$ cat src/rtl/ternary_max_reducer.sv
// ternary_max_reducer
//   Reduces a packet of trits to its ternary maximum and minimum, the number
//   of trits accepted and an error flag. Trit codes: 00 = -, 01 = 0, 10 = +,
//   11 = invalid. The result is registered on the accept of the packet's
//   last trit and held until downstream takes it.
//
//   state | meaning
//   ------+---------------------------------------------------------------
//   ACC   | accumulating trits of the current packet, in_ready high
//   OUT   | result presented on out_*, waiting for out_ready
//
// Ports
//   clk        sole clock, rising edge
//   rst        asynchronous active-high reset
//   in_valid   upstream offers in_trit / in_last this cycle
//   in_trit    2-bit trit code
//   in_last    offered trit closes the packet
//   in_ready   block accepts a trit this cycle
//   out_valid  packet result presented
//   out_ready  downstream takes the presented result
//   out_max    maximum of the packet's valid trits (01 if there were none)
//   out_min    minimum of the packet's valid trits (01 if there were none)
//   out_count  trits accepted, invalid ones included, saturating
//   out_err    packet held an 11 code or no valid trit at all
module ternary_max_reducer #(
    parameter int CNT_W = 8
) (
    input  logic             clk,
    input  logic             rst,
    input  logic             in_valid,
    input  logic [1:0]       in_trit,
    input  logic             in_last,
    output logic             in_ready,
    output logic             out_valid,
    input  logic             out_ready,
    output logic [1:0]       out_max,
    output logic [1:0]       out_min,
    output logic [CNT_W-1:0] out_count,
    output logic             out_err
);

    typedef enum logic {
        ACC = 1'b0,
        OUT = 1'b1
    } state_t;

    localparam logic [1:0]       T_NEG   = 2'b00;
    localparam logic [1:0]       T_ZERO  = 2'b01;
    localparam logic [1:0]       T_POS   = 2'b10;
    localparam logic [1:0]       T_INV   = 2'b11;
    localparam logic [CNT_W-1:0] CNT_ONE = {{(CNT_W-1){1'b0}}, 1'b1};

    state_t           state;
    state_t           state_nxt;

    logic [1:0]       acc_max;
    logic [1:0]       acc_min;
    logic [CNT_W-1:0] acc_cnt;
    logic             acc_err;
    logic             acc_seen;

    logic             accept;
    logic             handshake;
    logic             trit_ok;
    logic [1:0]       max_upd;
    logic [1:0]       min_upd;
    logic [CNT_W-1:0] cnt_upd;
    logic             err_upd;
    logic             seen_upd;

    // rst gates in_ready so nothing is offered as accepted while reset is held
    assign in_ready  = (state == ACC) && !rst;
    assign out_valid = (state == OUT);
    assign accept    = in_ready && in_valid;
    assign handshake = out_valid && out_ready;

    always_ff @(posedge clk or posedge rst) begin
        if (rst) begin
            state <= ACC;
        end else begin
            state <= state_nxt;
        end
    end

    always_comb begin
        state_nxt = state;
        case (state)
            ACC: if (accept && in_last) state_nxt = OUT;
            OUT: if (handshake)         state_nxt = ACC;
            default:                    state_nxt = ACC;
        endcase
    end

    // Accumulator values including the trit offered this cycle; used both to
    // advance the accumulators and to load the result on the last trit.
    always_comb begin
        trit_ok  = (in_trit != T_INV);
        max_upd  = (trit_ok && (in_trit > acc_max)) ? in_trit : acc_max;
        min_upd  = (trit_ok && (in_trit < acc_min)) ? in_trit : acc_min;
        cnt_upd  = (acc_cnt == {CNT_W{1'b1}}) ? acc_cnt : acc_cnt + CNT_ONE;
        err_upd  = acc_err || !trit_ok;
        seen_upd = acc_seen || trit_ok;
    end

    // Start values 00 / 10 are the identities for max / min, so the first
    // valid trit always lands in both.
    always_ff @(posedge clk or posedge rst) begin
        if (rst) begin
            acc_max  <= T_NEG;
            acc_min  <= T_POS;
            acc_cnt  <= '0;
            acc_err  <= 1'b0;
            acc_seen <= 1'b0;
        end else if (handshake) begin
            acc_max  <= T_NEG;
            acc_min  <= T_POS;
            acc_cnt  <= '0;
            acc_err  <= 1'b0;
            acc_seen <= 1'b0;
        end else if (accept) begin
            acc_max  <= max_upd;
            acc_min  <= min_upd;
            acc_cnt  <= cnt_upd;
            acc_err  <= err_upd;
            acc_seen <= seen_upd;
        end
    end

    // Result registers only load on the last accept, so they keep the
    // previous packet's values after the handshake.
    always_ff @(posedge clk or posedge rst) begin
        if (rst) begin
            out_max   <= 2'b00;
            out_min   <= 2'b00;
            out_count <= '0;
            out_err   <= 1'b0;
        end else if (accept && in_last) begin
            out_max   <= seen_upd ? max_upd : T_ZERO;
            out_min   <= seen_upd ? min_upd : T_ZERO;
            out_count <= cnt_upd;
            out_err   <= err_upd || !seen_upd;
        end
    end

endmodule

$ cat config.mk
export PLATFORM = sky130hd
export DESIGN_NAME = ternary_max_reducer
export DESIGN_NICKNAME = d
export VERILOG_FILES = /design/src/rtl/ternary_max_reducer.sv
export SDC_FILE = /design/constraint.sdc
export NUM_CORES = 1
export LEC_CHECK = 0
export CAP_MARGIN = 20
export CORE_MARGIN = 2
export CORE_UTILIZATION = 44
export CTS_BUF_LIST = sky130_fd_sc_hd__clkbuf_16
export CTS_CLUSTER_SIZE = 40
export DETAILED_ROUTE_END_ITERATION = 8
export PLACE_DENSITY = 0.73
export SETUP_SLACK_MARGIN = 0.02
export SLEW_MARGIN = 30
export SYNTH_ARGS = -nofsm -noshare
export SYNTH_HDL_FRONTEND = slang
export SYNTH_SLANG_ARGS = --single-unit
export TNS_END_PERCENT = 30
$ cat constraint.sdc
create_clock -name clk -period 3.11 [get_ports clk]
set_input_delay 0.622 -clock clk [delete_from_list [all_inputs] [get_ports clk]]
set_output_delay 0.622 -clock clk [all_outputs]
set_load 0.005 [all_outputs]
==> summary.md <==
## Timing
* Final Max Slew Viols: 0
* normalized max-slew margin: 62.4%
* f_max: 431 MHz
* Fin Clk Skew: 0.00218 ns
* aggregate negative setup slack: 0 ns
* Final setup viols: 0
* Worst Max-Slew Pin Slew: 0.563 ns
* unrepaired setup endpoints after global routing: false
* post-route clock period utilization: 74.6%
* endpoints failing hold: 0
* crit path time final: 2.32 ns
* worst slack on hold paths: 0.475 ns

## Pwr
* part of the power in combinational logic: 26.4%
* net switching fraction of the power: 27.6%
* highest ir drop seen on vdd: 0.304 mV
* power per standard cell area: 683 nW/um^2
* leakage power figure: 0.772 nW
* Clk network pwr share: 31.1%
* Switch Pwr: 340 uW
* cell internal power dissipation: 893 uW
* sequential share of power: 42.5%

## Critical path
* maximum fanout along the worst path: 4
* Worst EP arrival: 1.70 ns
* cell with the largest stage delay on the worst path: clkdlybuf4s50_1
* total buffers and inverters traversed by the critical path: 2
* count of cells along the worst register-to-register path: 5
* kind of start point of the critical path: primary input
* Worst Setup Path Type: in2out
* maximum cell stage delay along the critical path: 0.51 ns
* register-to-register setup slack: 1.28 ns
* kind of end point of the critical path: primary output
* most frequent CP cell: clkdlybuf4s50_1
* worst reg2reg path startpoint: out_valid$_DFF_PP0_
* instance count on the critical path: 3
* capturing point of the worst reg2reg path: out_min[1]$_DFFE_PP0P_
* list of cells traversed by the critical path: clkdlybuf4s50_1 -> nor2_1 -> clkdlybuf4s50_1
* Largest delay share family, worst path: buffers and inverters
* Req. time, crit path: 2.49 ns

## Synthesis
* async set-or-reset flop fraction in the synthesized netlist: 100%
* Synthesized Nets: 163
* average instance area after synthesis: 9.71 um^2
* #FFs+latches synth: 28
* count of different cell masters after synthesis: 38
* sequential fraction of the synthesis area: 47.5%
* number of instances in the synthesized netlist: 152
* Synth Cell Area: 1480 um^2
* warning count from the yosys run: 0
* Post-synth EDFFs: 0
* predominant post-synthesis flop cell: dfrtp_1

## Detailed routing
* number of detailed-routing iterations run before antenna repair: 4
* detailed-route wire length: 3140 um
* Initial DRC Count: 37
* routed len/inst: 14.5 um
* via density per instance: 5.44
* final antenna-violating net count: 0
* via count: 1175
* Remaining DRCs: 0

## Floorplan
* Die Footprint: 3830 um^2
* Core Region: 3280 um^2
* number of placed I/O pins: 22
* Initial Util: 45.0%
* height of the die: 61.9 um
* width of the die: 61.9 um
* number of placement rows: 21

## Global route
* number of global-route vias before repair: 1154
* most congested layer reported by global routing: met2
* GRT Residual Overflow: 0
* GR Util met1: 24.2%
* wire length of the first global-routing pass: 5280 um
* overall fraction of global-route tracks in use: 18.9%
* initial antenna violation count: 0
* maximum number of pins on one net before global-route repair: 19
* met2 usage: 31.7%
* met3 Usage GRT: 2.90%

## Clocking
* Post-CTS Setup Repair Bufs: 0
* CTS H-tree lvls: 1
* number of buffers created by CTS: 3
* CTS sink count: 28
* Skew-Pair Late Insertion Delay: 0.27 ns
* maximum count of clock buffers along a single path: 2
* count of instances resized after the clock tree is built: 0
* cell at the root of the clock tree: clkbuf_16
* clock tree from TritonCTS: done
* clock edge transition at the registers on the reported setup and hold paths: 0.07 ns
* cts hold-fix bufs: 0

## Final layout
* Post-Route Utilization: 54.9%
* number of nets in the final layout: 182
* number of diodes added for antenna fixing: 0
* post-route insts no fill: 216
* share of post-route cells with drive strength above 1: 6.47%
* area delta synth->final: 22.2%
* Fill cells: 295

## Placed design
* count of placed standard cells including taps: 212
* placer congestion estimate: 0.831
* count of buffers inserted at the top-level ports: 21
* dpl hpwl: 2270 um

## Worst hold path
* hold-critical path depth: 2
* Endpoint, Worst Hold: out_count[4]$_DFFE_PP0P_
* worst hold start: out_count[4]$_DFFE_PP0P_
* worst hold path class: reg2reg

## Outcome
* outcome: completed

## Flow run
* max-capacitance violation count: 0

[synth_stat cells (3+ instances only)]
cell / instances / area [um^2]
dfrtp_1: 27 / 676
nand2_1: 17 / 63.8
nor2_1: 13 / 48.8
a21oi_1: 12 / 60.1
o21ai_0: 12 / 60.1
a22o_1: 6 / 52.6
inv_1: 6 / 22.5
mux2i_1: 5 / 50.1
a31oi_1: 4 / 25.0
ha_1: 4 / 50.1
nand3_1: 4 / 20.0
buf_6: 3 / 33.8
clkbuf_1: 3 / 11.3
nand2b_1: 3 / 18.8
nor3_1: 3 / 15.0
xnor2_1: 3 / 26.3
[worst max path at each step]
| stage | start | endpoint | slack, ns |
|---|---|---|---|
| 2_1_floorplan | in_trit[0] | out_max[1]$_DFFE_PP0P_ | 1.13 |
| 3_3_place_gp | in_trit[0] | out_max[1]$_DFFE_PP0P_ | 0.62 |
| 3_5_place_dp | in_trit[0] | out_max[1]$_DFFE_PP0P_ | 0.54 |
| 4_1_cts | rst | in_ready | 0.79 |
| 5_1_grt | in_trit[1] | out_max[1]$_DFFE_PP0P_ | 0.72 |
| 6_report | rst | in_ready | 0.79 |
[flip-flops by register name, indices dropped and copies added (netlist names)]
register and count:
acc_cnt 8, acc_err 1, acc_max 2, acc_min 2, acc_seen 1, out_count 8
out_err 1, out_max 2, out_min 2, out_valid 1
[placed cells by master (no fill, tap or decap), drive strengths merged, types with 3 or more instances in the layout]
cell           synthesis  final
and2                   3      3
nand2b                 3      3
dfrtp                 27     27
ha                     4      4
a21oi                 12     12
xnor2                  3      3
clkdlybuf4s50          0     21
nand3                  4      4
nand2                 17     17
a22o                   6      6
o21ai                 14     14
nor3                   3      3
nor2                  13     13
inv                    6      6
mux2i                  5      5
clkbuf                 4      3
a31oi                  4      4
[power by group through the flow]
stage	sequential, mW	combinational, mW	clock, mW
2_1_floorplan	0.510	0.200	0
3_3_place_gp	0.525	0.316	0
5_1_grt	0.537	0.366	0.404
4_1_cts	0.523	0.328	0.390
6_report	0.524	0.326	0.383
3_5_place_dp	0.527	0.326	0
[worst register-to-register path, stage by stage, from the launching register on]
cell     delay (ns)
dfrtp_1        0.45
nor3b_1        0.22
buf_4          0.23
nand2_1        0.35
nor2_1         0.35
a22o_1         0.17
[routing by layer]
| layer | up-vias | wire [um] |
|---|---|---|
| met5 | - | 0 |
| met4 | 0 | 59 |
| met3 | 5 | 111 |
| met2 | 30 | 1520 |
| met1 | 562 | 1450 |
| li1 | 578 | - |
[through the flow]
stage                     setup slack, ns  total power [mW]  area (um^2)
final                               0.790              1.23         1800
after global routing                0.718              1.31         1800
after CTS                           0.787              1.24         1800
after detailed placement            0.536             0.853         1700
after global placement              0.617             0.840         1700
after floorplan                      1.13             0.710         1480
[area by class of cell]
type                            count  area, um^2  area share (%)
Clock inverter                      1        30.0            1.66
Tap cell                           46        57.6            3.19
Multi-Input combinational cell    109         692            38.3
Timing Repair Buffer               23         225            12.5
Sequential cell                    28         702            38.9
Inverter                            6        22.5            1.25
Clock buffer                        3        75.1            4.16
[cell families after synthesis]
logic type               synth area share (%)
buffers and inverters                    5.59
multiplexers                             4.92
XOR/XNOR                                 1.78
adder cells (fa/ha/maj)                  3.39
AO/OA/AOI/OAI                            20.8
flip-flops                               47.5
AND/OR/NAND/NOR                          15.9
Power figures use the tool's default switching activity.
